$ cat config.mk
export PLATFORM = sky130hd
export DESIGN_NAME = err_compute
export DESIGN_NICKNAME = d
export VERILOG_FILES = /design/src/rtl/err_pkg.sv /design/src/rtl/sat_signed.sv /design/src/rtl/err_compute.sv
export SDC_FILE = /design/constraint.sdc
export NUM_CORES = 1
export LEC_CHECK = 0
export CORE_MARGIN = 10
export CORE_UTILIZATION = 55
export CTS_CLUSTER_DIAMETER = 200
export DETAILED_ROUTE_END_ITERATION = 10
export GPL_TIMING_DRIVEN = 0
export PLACE_DENSITY_LB_ADDON = 0.08
export SETUP_SLACK_MARGIN = 0.4
export SLEW_MARGIN = 20
export SYNTH_ARGS = -nofsm -noshare
export SYNTH_HDL_FRONTEND = slang
export SYNTH_HIERARCHICAL = 1
export SYNTH_SLANG_ARGS = --single-unit
$ cat constraint.sdc
create_clock -name clk -period 12.2 [get_ports clk]
set_input_delay 2.44 -clock clk [delete_from_list [all_inputs] [get_ports clk]]
set_output_delay 2.44 -clock clk [all_outputs]
set_load 0.05 [all_outputs]
$ cat src/rtl/err_pkg.sv
`default_nettype none
// ============================================================================
//  Module      : err_pkg
//  Description : Shared constants, state encoding and weighting helper for the
//                PID error front-end (err_compute) and its sat_signed stage.
//                  NUM_CH     - sensor channels per measurement round
//                  RES_W      - A2D result width (unsigned)
//                  ACC_W      - signed accumulator width
//                  ERR_W      - saturated error width (signed)
//                  W_TBL      - per-channel signed weights (even=left, odd=right)
//                  ACC_SHIFT  - arithmetic right shift applied before saturation
//                  ERR_MAX/MIN- clamp limits of the ERR_W signed error
//  Revision    : 1.0 - initial release
// ============================================================================
package err_pkg;

   localparam int NUM_CH    = 8;
   localparam int CH_W      = 3;
   localparam int RES_W     = 12;
   localparam int ACC_W     = 17;
   localparam int ERR_W     = 10;
   localparam int ACC_SHIFT = 3;
   localparam int ERR_MAX   = 511;
   localparam int ERR_MIN   = -512;

   typedef enum logic [1:0] {
      IDLE = 2'd0,
      STRT = 2'd1,
      WAIT = 2'd2,
      DONE = 2'd3
   } err_state_t;

   localparam logic signed [4:0] W_TBL [NUM_CH] = '{
      5'sd1, -5'sd1, 5'sd2, -5'sd2, 5'sd4, -5'sd4, 5'sd8, -5'sd8
   };

   // Every weight is +/- a power of two, so the product is a left shift of the
   // zero-extended result followed by an optional negation; no multiplier.
   function automatic logic signed [ACC_W-1:0] weighted_res(
      input logic [CH_W-1:0]  idx,
      input logic [RES_W-1:0] res
   );
      logic signed [4:0]  w;
      logic [4:0]         mag;
      logic [ACC_W-1:0]   ext;
      logic [ACC_W-1:0]   mag_prod;
      logic signed [ACC_W-1:0] p;
      w   = W_TBL[idx];
      mag = w[4] ? 5'(-w) : 5'(w);
      ext = {{(ACC_W-RES_W){1'b0}}, res};
      case (mag)
         5'd1:    mag_prod = ext;
         5'd2:    mag_prod = ext << 1;
         5'd4:    mag_prod = ext << 2;
         5'd8:    mag_prod = ext << 3;
         default: mag_prod = '0;
      endcase
      p = signed'(mag_prod);
      return w[4] ? -p : p;
   endfunction

endpackage
`default_nettype wire

$ cat src/rtl/sat_signed.sv
`default_nettype none
// ============================================================================
//  Module      : sat_signed
//  Description : Combinational signed clamp from IN_W bits to OUT_W bits.
//                Values above the OUT_W positive maximum return the maximum,
//                values below the OUT_W negative minimum return the minimum,
//                everything else passes through as its low OUT_W bits.
//  Ports       : din  in  IN_W   signed value to clamp
//                dout out OUT_W  clamped signed value
//  Revision    : 1.0 - initial release
// ============================================================================
module sat_signed #(
   parameter int IN_W  = 17,
   parameter int OUT_W = 10
) (
   input  logic signed [IN_W-1:0]  din,
   output logic        [OUT_W-1:0] dout
);

   generate
      if (IN_W > OUT_W) begin : g_clamp
         localparam logic [OUT_W-1:0] c_max = {1'b0, {(OUT_W-1){1'b1}}};
         localparam logic [OUT_W-1:0] c_min = {1'b1, {(OUT_W-1){1'b0}}};
         logic w_ovf;
         // In range exactly when every bit from the OUT_W sign bit upward
         // agrees with the input sign bit.
         assign w_ovf = !((&din[IN_W-1:OUT_W-1]) || !(|din[IN_W-1:OUT_W-1]));
         assign dout  = !w_ovf       ? din[OUT_W-1:0] :
                        din[IN_W-1]  ? c_min          : c_max;
      end else begin : g_pass
         assign dout = OUT_W'(din);
      end
   endgenerate

endmodule
`default_nettype wire

$ cat src/rtl/err_compute.sv
`default_nettype none
// ============================================================================
//  Module      : err_compute
//  Description : PID error front-end. On go, converts each of the NUM_CH IR
//                sensor channels in turn, accumulates the signed weighted sum,
//                then scales (>>>3) and clamps it to an ERR_W signed error.
//                Optional macro ERR_FILT_EN: the published error becomes a
//                two-tap IIR, err_sat <= (err_sat + new) >>> 1.
//  Ports       : clk       in   1      system clock
//                rst       in   1      asynchronous active-high reset
//                go        in   1      start one measurement round
//                strt_cnv  out  1      one-cycle A2D convert request
//                chnnl     out  3      channel being converted
//                cnv_cmplt in   1      A2D done strobe, res valid with it
//                res       in   RES_W  A2D result (unsigned)
//                err_sat   out  ERR_W  saturated signed error (registered)
//                err_vld   out  1      one-cycle strobe, err_sat is new
//                busy      out  1      round in progress
//  Revision    : 1.0 - initial release
// ============================================================================
module err_compute
   import err_pkg::*;
(
   input  logic             clk,
   input  logic             rst,
   input  logic             go,
   output logic             strt_cnv,
   output logic [CH_W-1:0]  chnnl,
   input  logic             cnv_cmplt,
   input  logic [RES_W-1:0] res,
   output logic [ERR_W-1:0] err_sat,
   output logic             err_vld,
   output logic             busy
);

   err_state_t              r_state;
   err_state_t              w_state_nxt;
   logic [CH_W-1:0]         r_idx;
   logic signed [ACC_W-1:0] r_acc;
   logic [ERR_W-1:0]        r_err_sat;

   logic                    w_last;
   logic signed [ACC_W-1:0] w_acc_nxt;
   logic signed [ACC_W-1:0] w_scaled;
   logic [ERR_W-1:0]        w_sat;
   logic [ERR_W-1:0]        w_err_nxt;

   assign w_last    = (r_idx == CH_W'(NUM_CH-1));
   assign w_acc_nxt = r_acc + weighted_res(r_idx, res);
   assign w_scaled  = w_acc_nxt >>> ACC_SHIFT;

   // The error is formed from the accumulator value that includes the final
   // channel, so it is already registered when err_vld rises in DONE.
   sat_signed #(
      .IN_W  (ACC_W),
      .OUT_W (ERR_W)
   ) u_sat (
      .din  (w_scaled),
      .dout (w_sat)
   );

`ifdef ERR_FILT_EN
   logic signed [ERR_W:0] w_filt_sum;
   assign w_filt_sum = {r_err_sat[ERR_W-1], r_err_sat} + {w_sat[ERR_W-1], w_sat};
   assign w_err_nxt  = w_filt_sum[ERR_W:1];
`else
   assign w_err_nxt  = w_sat;
`endif

   always_ff @(posedge clk or posedge rst) begin
      if (rst) begin
         r_state <= IDLE;
      end else begin
         r_state <= w_state_nxt;
      end
   end

   always_comb begin
      w_state_nxt = r_state;
      strt_cnv    = 1'b0;
      err_vld     = 1'b0;
      case (r_state)
         IDLE: begin
            if (go) w_state_nxt = STRT;
         end
         STRT: begin
            strt_cnv    = 1'b1;
            w_state_nxt = WAIT;
         end
         WAIT: begin
            if (cnv_cmplt) w_state_nxt = w_last ? DONE : STRT;
         end
         DONE: begin
            err_vld     = 1'b1;
            w_state_nxt = IDLE;
         end
         default: w_state_nxt = IDLE;
      endcase
   end

   always_ff @(posedge clk or posedge rst) begin
      if (rst) begin
         r_idx     <= '0;
         r_acc     <= '0;
         r_err_sat <= '0;
      end else begin
         if (r_state == IDLE && go) begin
            r_idx <= '0;
            r_acc <= '0;
         end else if (r_state == WAIT && cnv_cmplt) begin
            r_acc <= w_acc_nxt;
            if (w_last) begin
               r_err_sat <= w_err_nxt;
            end else begin
               r_idx <= r_idx + 3'd1;
            end
         end
      end
   end

   assign chnnl   = r_idx;
   assign err_sat = r_err_sat;
   assign busy    = (r_state != IDLE);

endmodule
`default_nettype wire

==> results of run 1 <==
-- worst max-delay path, delay by kind of cell --
family | cells | cell delay (ns)
mux | 1 | 0.14
compound gates | 9 | 2.25
xor+xnor | 3 | 1.08
fa+ha+maj | 2 | 0.51
simple gates | 4 | 1.01
buf+inv | 1 | 0.52
-- placed cells by master (no fill, tap or decap), drive strengths merged, types with 3 or more instances in the layout --
| master | n |
|---|---|
| buf | 3 |
| and2 | 3 |
| mux2 | 10 |
| mux2i | 3 |
| nand4 | 4 |
| o41ai | 3 |
| or4 | 3 |
| clkbuf | 12 |
| o21a | 4 |
| a21oi | 13 |
| dfrtp | 32 |
| or2 | 4 |
| a22o | 16 |
| nand2b | 6 |
| nor2 | 19 |
| o31ai | 3 |
| nand2 | 28 |
| ha | 21 |
| nor2b | 4 |
| a222oi | 7 |
| inv | 12 |
| clkdlybuf4s50 | 31 |
| o21ai | 20 |
| nor3 | 4 |
| a221oi | 3 |
| xor2 | 5 |
| a21o | 17 |
| xnor2 | 22 |
-- through the flow --
step | area (um2) | hold WS (ns)
2_1_floorplan | 2840 | 0.456
3_3_place_gp | 3240 | 0.472
3_5_place_dp | 3240 | 0.486
4_1_cts | 3350 | 0.502
5_1_grt | 3350 | 0.532
6_report | 3350 | 0.492
-- cells in the mapped netlist, types with 3 or more instances --
cell type / n / area share, %
dfrtp_1: 32 / 28
nand2_1: 27 / 3.6
xnor2_1: 22 / 6.8
ha_1: 21 / 9.3
nor2_1: 19 / 2.5
a21o_1: 17 / 4.5
o21ai_0: 17 / 3.0
a22o_1: 16 / 4.9
a21oi_1: 12 / 2.1
inv_1: 12 / 1.6
mux2_2: 10 / 4.0
a222oi_1: 7 / 2.5
clkbuf_1: 7 / 0.93
nand2b_1: 6 / 1.3
xor2_1: 5 / 1.5
nand4_1: 4 / 0.88
nor2b_1: 4 / 0.88
nor3_1: 4 / 0.71
o21a_1: 4 / 1.1
a221oi_1: 3 / 0.93
and2_1: 3 / 0.66
mux2i_1: 3 / 1.1
o31ai_1: 3 / 0.79
or2_2: 3 / 0.66
-- flip-flops by register name, indices dropped and copies added (netlist names) --
signal,count
chnnl,3
err_sat,10
r_acc,17
r_state,2
-- metal layers --
layer / routed length, um / share of wire, % / vias up
li1: - / - / 1220
met1: 3160 / 46 / 1134
met2: 3230 / 47 / 59
met3: 392 / 5.7 / 7
met4: 80 / 1.2 / 0
met5: 0 / 0 / -
-- layout make-up --
cell class              count  area share (%)
flip-flops and latches     32            23.9
multi-input cells         252            57.6
inverters                  12            1.34
clock inverters             3            1.27
clock buffers               5            2.05
well taps                  70            2.61
plain buffers              11            1.98
repair buffers             31            9.25
-- power breakdown --
group	switching (mW)	internal, mW
registers	0.0241	0.135
clock network	0.0427	0.0604
logic	0.487	0.360
total	0.554	0.556
-- how the worst max path moves through the flow --
| stage | slack, ns | depth (start not counted) | end | from |
|---|---|---|---|---|
| 2_1_floorplan | 4.96 | 17 | err_sat[0]$_DFFE_PP0P_ | res[1] |
| 3_3_place_gp | 3.89 | 20 | err_sat[6]$_DFFE_PP0P_ | res[1] |
| 3_5_place_dp | 4.24 | 20 | err_sat[7]$_DFFE_PP0P_ | res[0] |
| 4_1_cts | 4.45 | 20 | err_sat[8]$_DFFE_PP0P_ | res[0] |
| 5_1_grt | 4.01 | 20 | err_sat[6]$_DFFE_PP0P_ | res[1] |
| 6_report | 4.47 | 20 | err_sat[7]$_DFFE_PP0P_ | res[0] |
-- cells by family after synthesis --
group           Yosys count  share of synthesized area [%]
flops                    32                           28.2
buf+inv                  23                           3.92
mux                      13                           5.03
simple gates             86                           16.5
compound gates          104                           28.0
fa+ha+maj                22                           9.96
xor+xnor                 27                           8.33
==> out/metrics.cfg, run 1 <==
[run_status]
status=finished clean

[floorplan]
die_w_um=91.8
die_h_um=91.8
ios=32
placementRows=26
coreArea_um2=5040
initial_core_util_pct=56.3
die_area_um2=8430

[route]
dr.pass1.iters=4
wl_per_cell_um=16.5
routed-via-count=2420
drt_first_iter_violations=145
viasPerCell=5.82
final_antenna_net_count=0
routed_wl_um=6860
drcViolationCount=0

[setup_path]
reg2reg_depth=28
crit_fanout=10
crit_slowest_cell=xnor2_2
end_kind=register
rrSetupSlack_ns=5.00
critPathKind=input port to register
worstReg2RegEnd=err_sat[7]$_DFFE_PP0P_
r2r-start=chnnl[0]$_DFFE_PP0P_
cp_slowest_stage_delay_ns=0.65
crit_path_cell_trace=clkdlybuf4s50_1 -> a22oi_1 -> ha_1 -> a21bo_2 -> a221oi_1 -> nand2_1 -> or2_4 -> o31ai_1 -> xor2_1 -> ha_1 -> or2_2 -> a21oi_1 -> a31oi_1 -> a221oi_1 -> xnor2_1 -> xnor2_2 -> nand4_1 -> o21ai_4 -> a21o_1 -> mux2_2
worstPathRequired_ns=12.43
crit_arrival_ns=7.96
worst_setup_path_start_kind=input port

[cts]
hold_buffers=0
cts_resized=0
path_clk_slew_ns=0.07
cts_setup_buffers=0
cts.sinks=32
root_buffer=clkbuf_8
cts_tree=yes
cts-buffers-inserted=5
clk_latency_ns=0.29
clk_path_buf_depth=2
htreeDepth=2

[synth]
yosysWarnings=6
synth_cell_type_count=58
synth_edf_count=0
synth-seq-cells=32
ys_seq_area_share_pct=28.2
yosys_most_used_dff=dfrtp_1
syn_inst=307
synth_fp_nets=345
avgSynthCellArea_um2=9.24
ys_async_sr_fraction_pct=100
post_synth_instance_area_um2=2840

[run]
drv_cap=0

[finish]
area_delta_synth_final_pct=18.2
nNetsFinal=383
fillers=418
diodes=0
drive_gt1_share_pct=11.0
finalNonFillerCells=416
utilization_pct=66.5
regArea_um2=801
multi_input_area_um2=1930

[sta]
tightest_slew_ns=0.786
tns_ns=0
maxSlewViolCount=0
setup_viol=0
max_clock_freq_mhz=129
hold_violations=0
rsz0062_at_grt=no
period_minus_slack_ns=7.73
fin_skew_ns=0.00823
fin_ws_ns=4.47
finalCritPeriodShare_pct=63.4
max_slew_margin_pct=47.4

[global_route]
grt_max_degree=33
grt_pass1_wl_um=11900
grt_pass1_vias=2499
antenna_found_initial=0
busiest_layer=met2
use_met2_pct=27.4
grt_overflow=0
grt_util_met3_pct=4.81
grtUsageTotal_pct=16.8
grt_use_met1_pct=21.1

[min_path]
min_from=r_acc[2]$_DFFE_PP0P_
hp-class=register to register
holdPathEnd=r_acc[2]$_DFFE_PP0P_
min_path_cells=2

[placed_design]
gp_congestion=0.839
dp_worst_setup_slack_ns=4.24
dp.final_hpwl_um=5320
post-place-cells=408
port_buffers=31

[power_and_ir_drop]
peakVddDrop_mv=0.146
power_density_nw_per_um2=331
p_leak_nw=1.56
power_mw=1.11

(Power assumes the default switching activity.)
==> run 2: changes to the inputs <==
CORE_UTILIZATION = 52   (was 55)
clock period = 6.54 ns   (was 12.2 ns; I/O delays follow)
==> out/metrics.cfg, run 2 (synthesis results as in run 1) <==
[run_status]
status=finished clean

[min_path]
min_from=r_acc[0]$_DFFE_PP0P_
min_path_cells=1
hp-class=register to register
holdPathEnd=r_acc[0]$_DFFE_PP0P_

[route]
drcViolationCount=0
viasPerCell=5.94
final_antenna_net_count=0
routed-via-count=2614
routed_wl_um=7230
drt_first_iter_violations=134
dr.pass1.iters=6
wl_per_cell_um=16.4

[global_route]
grt_max_degree=33
antenna_found_initial=0
grt_overflow=0
grt_pass1_wl_um=11800
grtUsageTotal_pct=16.3
grt_pass1_vias=2501

[floorplan]
placementRows=26
coreArea_um2=5200
die_area_um2=8810
initial_core_util_pct=54.5
ios=32
die_h_um=93.9
die_w_um=93.9

[sta]
rsz0062_at_grt=no
tns_ns=0
finalCritPeriodShare_pct=91.3
setup_viol=0
max_slew_margin_pct=56.6
max_clock_freq_mhz=167
fin_skew_ns=0.00647
hold_violations=0
period_minus_slack_ns=5.97
tightest_slew_ns=0.651
maxSlewViolCount=0

[finish]
nNetsFinal=407
largest_register=r_acc
final_cell_mix=30 x dfrtp_1, 29 x clkdlybuf4s50_1, 24 x nand2_1, 23 x buf_4, 19 x xnor2_1
layout_commonest_cell=dfrtp_1
diodes=0
drive_gt1_share_pct=24.1
area_delta_synth_final_pct=32.1
fillers=394
largest_reg_flops=17

[setup_path]
worstPathRequired_ns=6.72
end_kind=register
cp_slowest_stage_delay_ns=0.58
worstReg2RegEnd=err_sat[3]$_DFFE_PP0P_
critPathKind=input port to register
crit_arrival_ns=6.15
crit_path_cell_trace=clkdlybuf4s50_1 -> a22o_1 -> a221o_1 -> or4_4 -> or2_4 -> o31ai_4 -> xor2_1 -> ha_1 -> or2_2 -> a21oi_4 -> a31oi_4 -> a221oi_2 -> xnor2_2 -> xnor2_4 -> nor4_4 -> buf_4 -> nand2_2 -> o21ai_4 -> a21o_1 -> mux2_2
rrSetupSlack_ns=0.59
reg2reg_depth=26
crit_fanout=9
worst_setup_path_start_kind=input port
r2r-start=chnnl[0]$_DFFE_PP0P_
crit_slowest_cell=or4_4

[cts]
cts_tree=yes
cts.sinks=32
root_buffer=clkbuf_8
clk_latency_ns=0.29
htreeDepth=2
clk_path_buf_depth=2
path_clk_slew_ns=0.07
hold_buffers=0
cts-buffers-inserted=5

[placed_design]
gp_congestion=0.866
dp.final_hpwl_um=5240
port_buffers=31

[run]
drv_cap=0

[run 2: timing repair]
item,CTS,global route
pin swaps,10,15
gates resized for setup,11,23
setup buffers,10,12
gates cloned,2,0
setup endpoints to repair,10,10
[run 2: layout make-up]
| cell class | count | area (um2) | share of cell area (%) |
|---|---|---|---|
| flip-flops and latches | 32 | 803 | 21.4 |
| clock inverters | 2 | 15.0 | 0.401 |
| clock buffers | 6 | 82.6 | 2.20 |
| multi-input cells | 254 | 2150 | 57.3 |
| inverters | 12 | 45.0 | 1.20 |
| repair buffers | 53 | 480 | 12.8 |
| plain buffers | 11 | 87.6 | 2.34 |
| well taps | 70 | 87.6 | 2.34 |
[run 2: metal layers]
layer | up-vias | wire length (um) | GRT usage [%]
met4 | 0 | 106 | 5.57
met2 | 74 | 3330 | 25.9
met5 | - | 0 | 0
met3 | 11 | 443 | 4.64
met1 | 1243 | 3350 | 20.5
li1 | 1286 | - | -
[run 2: worst max-delay path by stage]
| stage | startpoint | to | slack (ns) |
|---|---|---|---|
| after floorplan | chnnl[0]$_DFFE_PP0P_ | err_sat[0]$_DFFE_PP0P_ | 0.44 |
| after global placement | chnnl[0]$_DFFE_PP0P_ | err_sat[0]$_DFFE_PP0P_ | 0.11 |
| after detailed placement | chnnl[0]$_DFFE_PP0P_ | err_sat[3]$_DFFE_PP0P_ | 0.05 |
| after CTS | chnnl[1]$_DFFE_PP0P_ | err_sat[3]$_DFFE_PP0P_ | 0.44 |
| after global routing | chnnl[0]$_DFFE_PP0P_ | err_sat[6]$_DFFE_PP0P_ | 0.36 |
| final | res[2] | err_sat[3]$_DFFE_PP0P_ | 0.57 |
[run 2: critical path, delay by kind of cell]
kind | cells | cell delay (ns)
AOI/OAI and AO/OA | 8 | 1.57
xor gates and xnor gates | 3 | 0.73
adders and majority gates | 1 | 0.25
buffers and inverters | 2 | 0.67
muxes | 1 | 0.25
and+or+nand+nor | 5 | 1.36
[run 2: through the flow]
step | setup slack (ns) | instance area [um2] | instances | util, % | hold WS (ns)
6_report | 0.567 | 3750 | 440 | 72.0 | 0.509
5_1_grt | 0.359 | 3750 | 440 | 72.0 | 0.531
4_1_cts | 0.438 | 3570 | 428 | 68.5 | 0.512
3_5_place_dp | 0.0530 | 3320 | 408 | 63.9 | 0.493
3_3_place_gp | 0.110 | 3320 | 408 | 63.9 | 0.473
2_1_floorplan | 0.436 | 2930 | 307 | - | 0.456
Power of run 2 is not shown: default switching activity piles up to over one toggle a cycle in this logic, so the estimate is an artifact.
==> run 3: changes to the inputs <==
CORE_UTILIZATION = 40   (was 52)
==> out/metrics.cfg, run 3 (synthesis results as in run 1) <==
[run_status]
status=finished clean

[sta]
fin_skew_ns=0.00942
period_minus_slack_ns=6.00
setup_viol=0
hold_violations=0
max_slew_margin_pct=51.6
tightest_slew_ns=0.726
whs_ns=0.509
maxSlewViolCount=0
rsz0062_at_grt=no
max_clock_freq_mhz=167
finalCritPeriodShare_pct=91.7
tns_ns=0

[global_route]
grt_pass1_wl_um=12600
grt_max_degree=33
antenna_found_initial=0
grt_overflow=0
grt_pass1_vias=2489
grtUsageTotal_pct=13.7

[cts]
clk_latency_ns=0.29
htreeDepth=2
root_buffer=clkbuf_8
clk_path_buf_depth=2
cts.sinks=32
cts-buffers-inserted=5
path_clk_slew_ns=0.06
hold_buffers=0
cts_tree=yes

[floorplan]
die_area_um2=10900
placementRows=30
initial_core_util_pct=41.5
die_h_um=104
coreArea_um2=6830
die_w_um=104
ios=32

[setup_path]
crit_slowest_cell=or4_4
cp_slowest_stage_delay_ns=0.56
crit_family=compound AO/OA/AOI/OAI gates
crit_arrival_ns=6.16
crit_path_cell_trace=clkdlybuf4s50_1 -> a22o_1 -> a221o_1 -> or4_4 -> or2_4 -> o31ai_4 -> xor2_2 -> ha_4 -> or2_4 -> a21oi_4 -> a31oi_4 -> a221oi_2 -> xnor2_2 -> xnor2_4 -> nor4_4 -> buf_4 -> buf_6 -> nand2_4 -> o21ai_4 -> a21o_1 -> mux2_2
cp_num_buf_inv=3
worst_setup_path_start_kind=input port
end_kind=register
crit_fanout=5
critPathKind=input port to register
worstPathRequired_ns=6.70
cpMostUsedCell=or2_4

[route]
wl_per_cell_um=16.0
routed_wl_um=7620
dr.pass1.iters=6
final_antenna_net_count=0
drt_first_iter_violations=146
viasPerCell=5.41
drcViolationCount=0
routed-via-count=2574

[finish]
nNetsFinal=418
area_delta_synth_final_pct=39.4
final_cell_mix=30 x buf_4, 30 x dfrtp_1, 29 x clkdlybuf4s50_1, 24 x nand2_1, 19 x xnor2_1
largest_register=r_acc
finalNonFillerCells=476
largest_reg_flops=17
diodes=0
drive_gt1_share_pct=27.6
design_area_um2=3960

[run]
drv_cap=0

[placed_design]
gp_congestion=0.846
post-place-cells=434
dp.final_hpwl_um=5270
placed_area_um2=3360
port_buffers=31

[min_path]
hp-class=register to register

run 3: cell types whose count changed in the layout (fill, tap and decap cells not counted), moves of 3 or more:
cell	before	now
nand2_2	4	1
buf_8	0	3
buf_4	23	30
nand2_4	0	3
run 3: metrics by stage:
stage | worst slack [ns] | util, %
2_1_floorplan | 0.436 | -
3_3_place_gp | -0.0248 | 49.1
3_5_place_dp | -0.0239 | 49.1
4_1_cts | 0.408 | 53.3
5_1_grt | 0.343 | 57.9
6_report | 0.543 | 57.9
run 3: worst paths after layout:
check	start	endpoint	slack, ns	cells after the start
max in group asynchronous	rst	chnnl[1]$_DFFE_PP0P_	4.62	2
max	res[2]	err_sat[6]$_DFFE_PP0P_	0.54	21
min in group asynchronous	rst	r_acc[8]$_DFFE_PP0P_	1.44	2
min reg2reg	err_sat[0]$_DFFE_PP0P_	err_sat[0]$_DFFE_PP0P_	0.51	1
min	err_sat[0]$_DFFE_PP0P_	err_sat[0]$_DFFE_PP0P_	0.51	1
max reg2reg	chnnl[0]$_DFFE_PP0P_	err_sat[6]$_DFFE_PP0P_	0.55	27
run 3: what timing repair did:
action,4_1_cts,5_1_grt
resized for setup,16,44
setup buffers,13,19
pin swaps,11,30
setup endpoints to repair,10,10
gates cloned,2,1
run 3: cell type report:
type / instances / area [um2]
buffer: 11 / 96.3
clock buffer: 6 / 72.6
clock inverter: 1 / 5.00
fill: 628 / 2880
inverter: 12 / 50.0
multi-input combinational: 255 / 2240
sequential: 32 / 803
tap: 96 / 120
timing repair buffer: 63 / 571
run 3: metal layers:
layer / vias to the layer above / global-route usage, % / part of all wire [%]
met5: - / 0 / 0
met4: 0 / 2.98 / 0.79
met3: 6 / 2.85 / 4.1
met2: 50 / 21.8 / 46
met1: 1218 / 18.5 / 49
li1: 1300 / - / -
Power of run 3 is left out for the same reason.
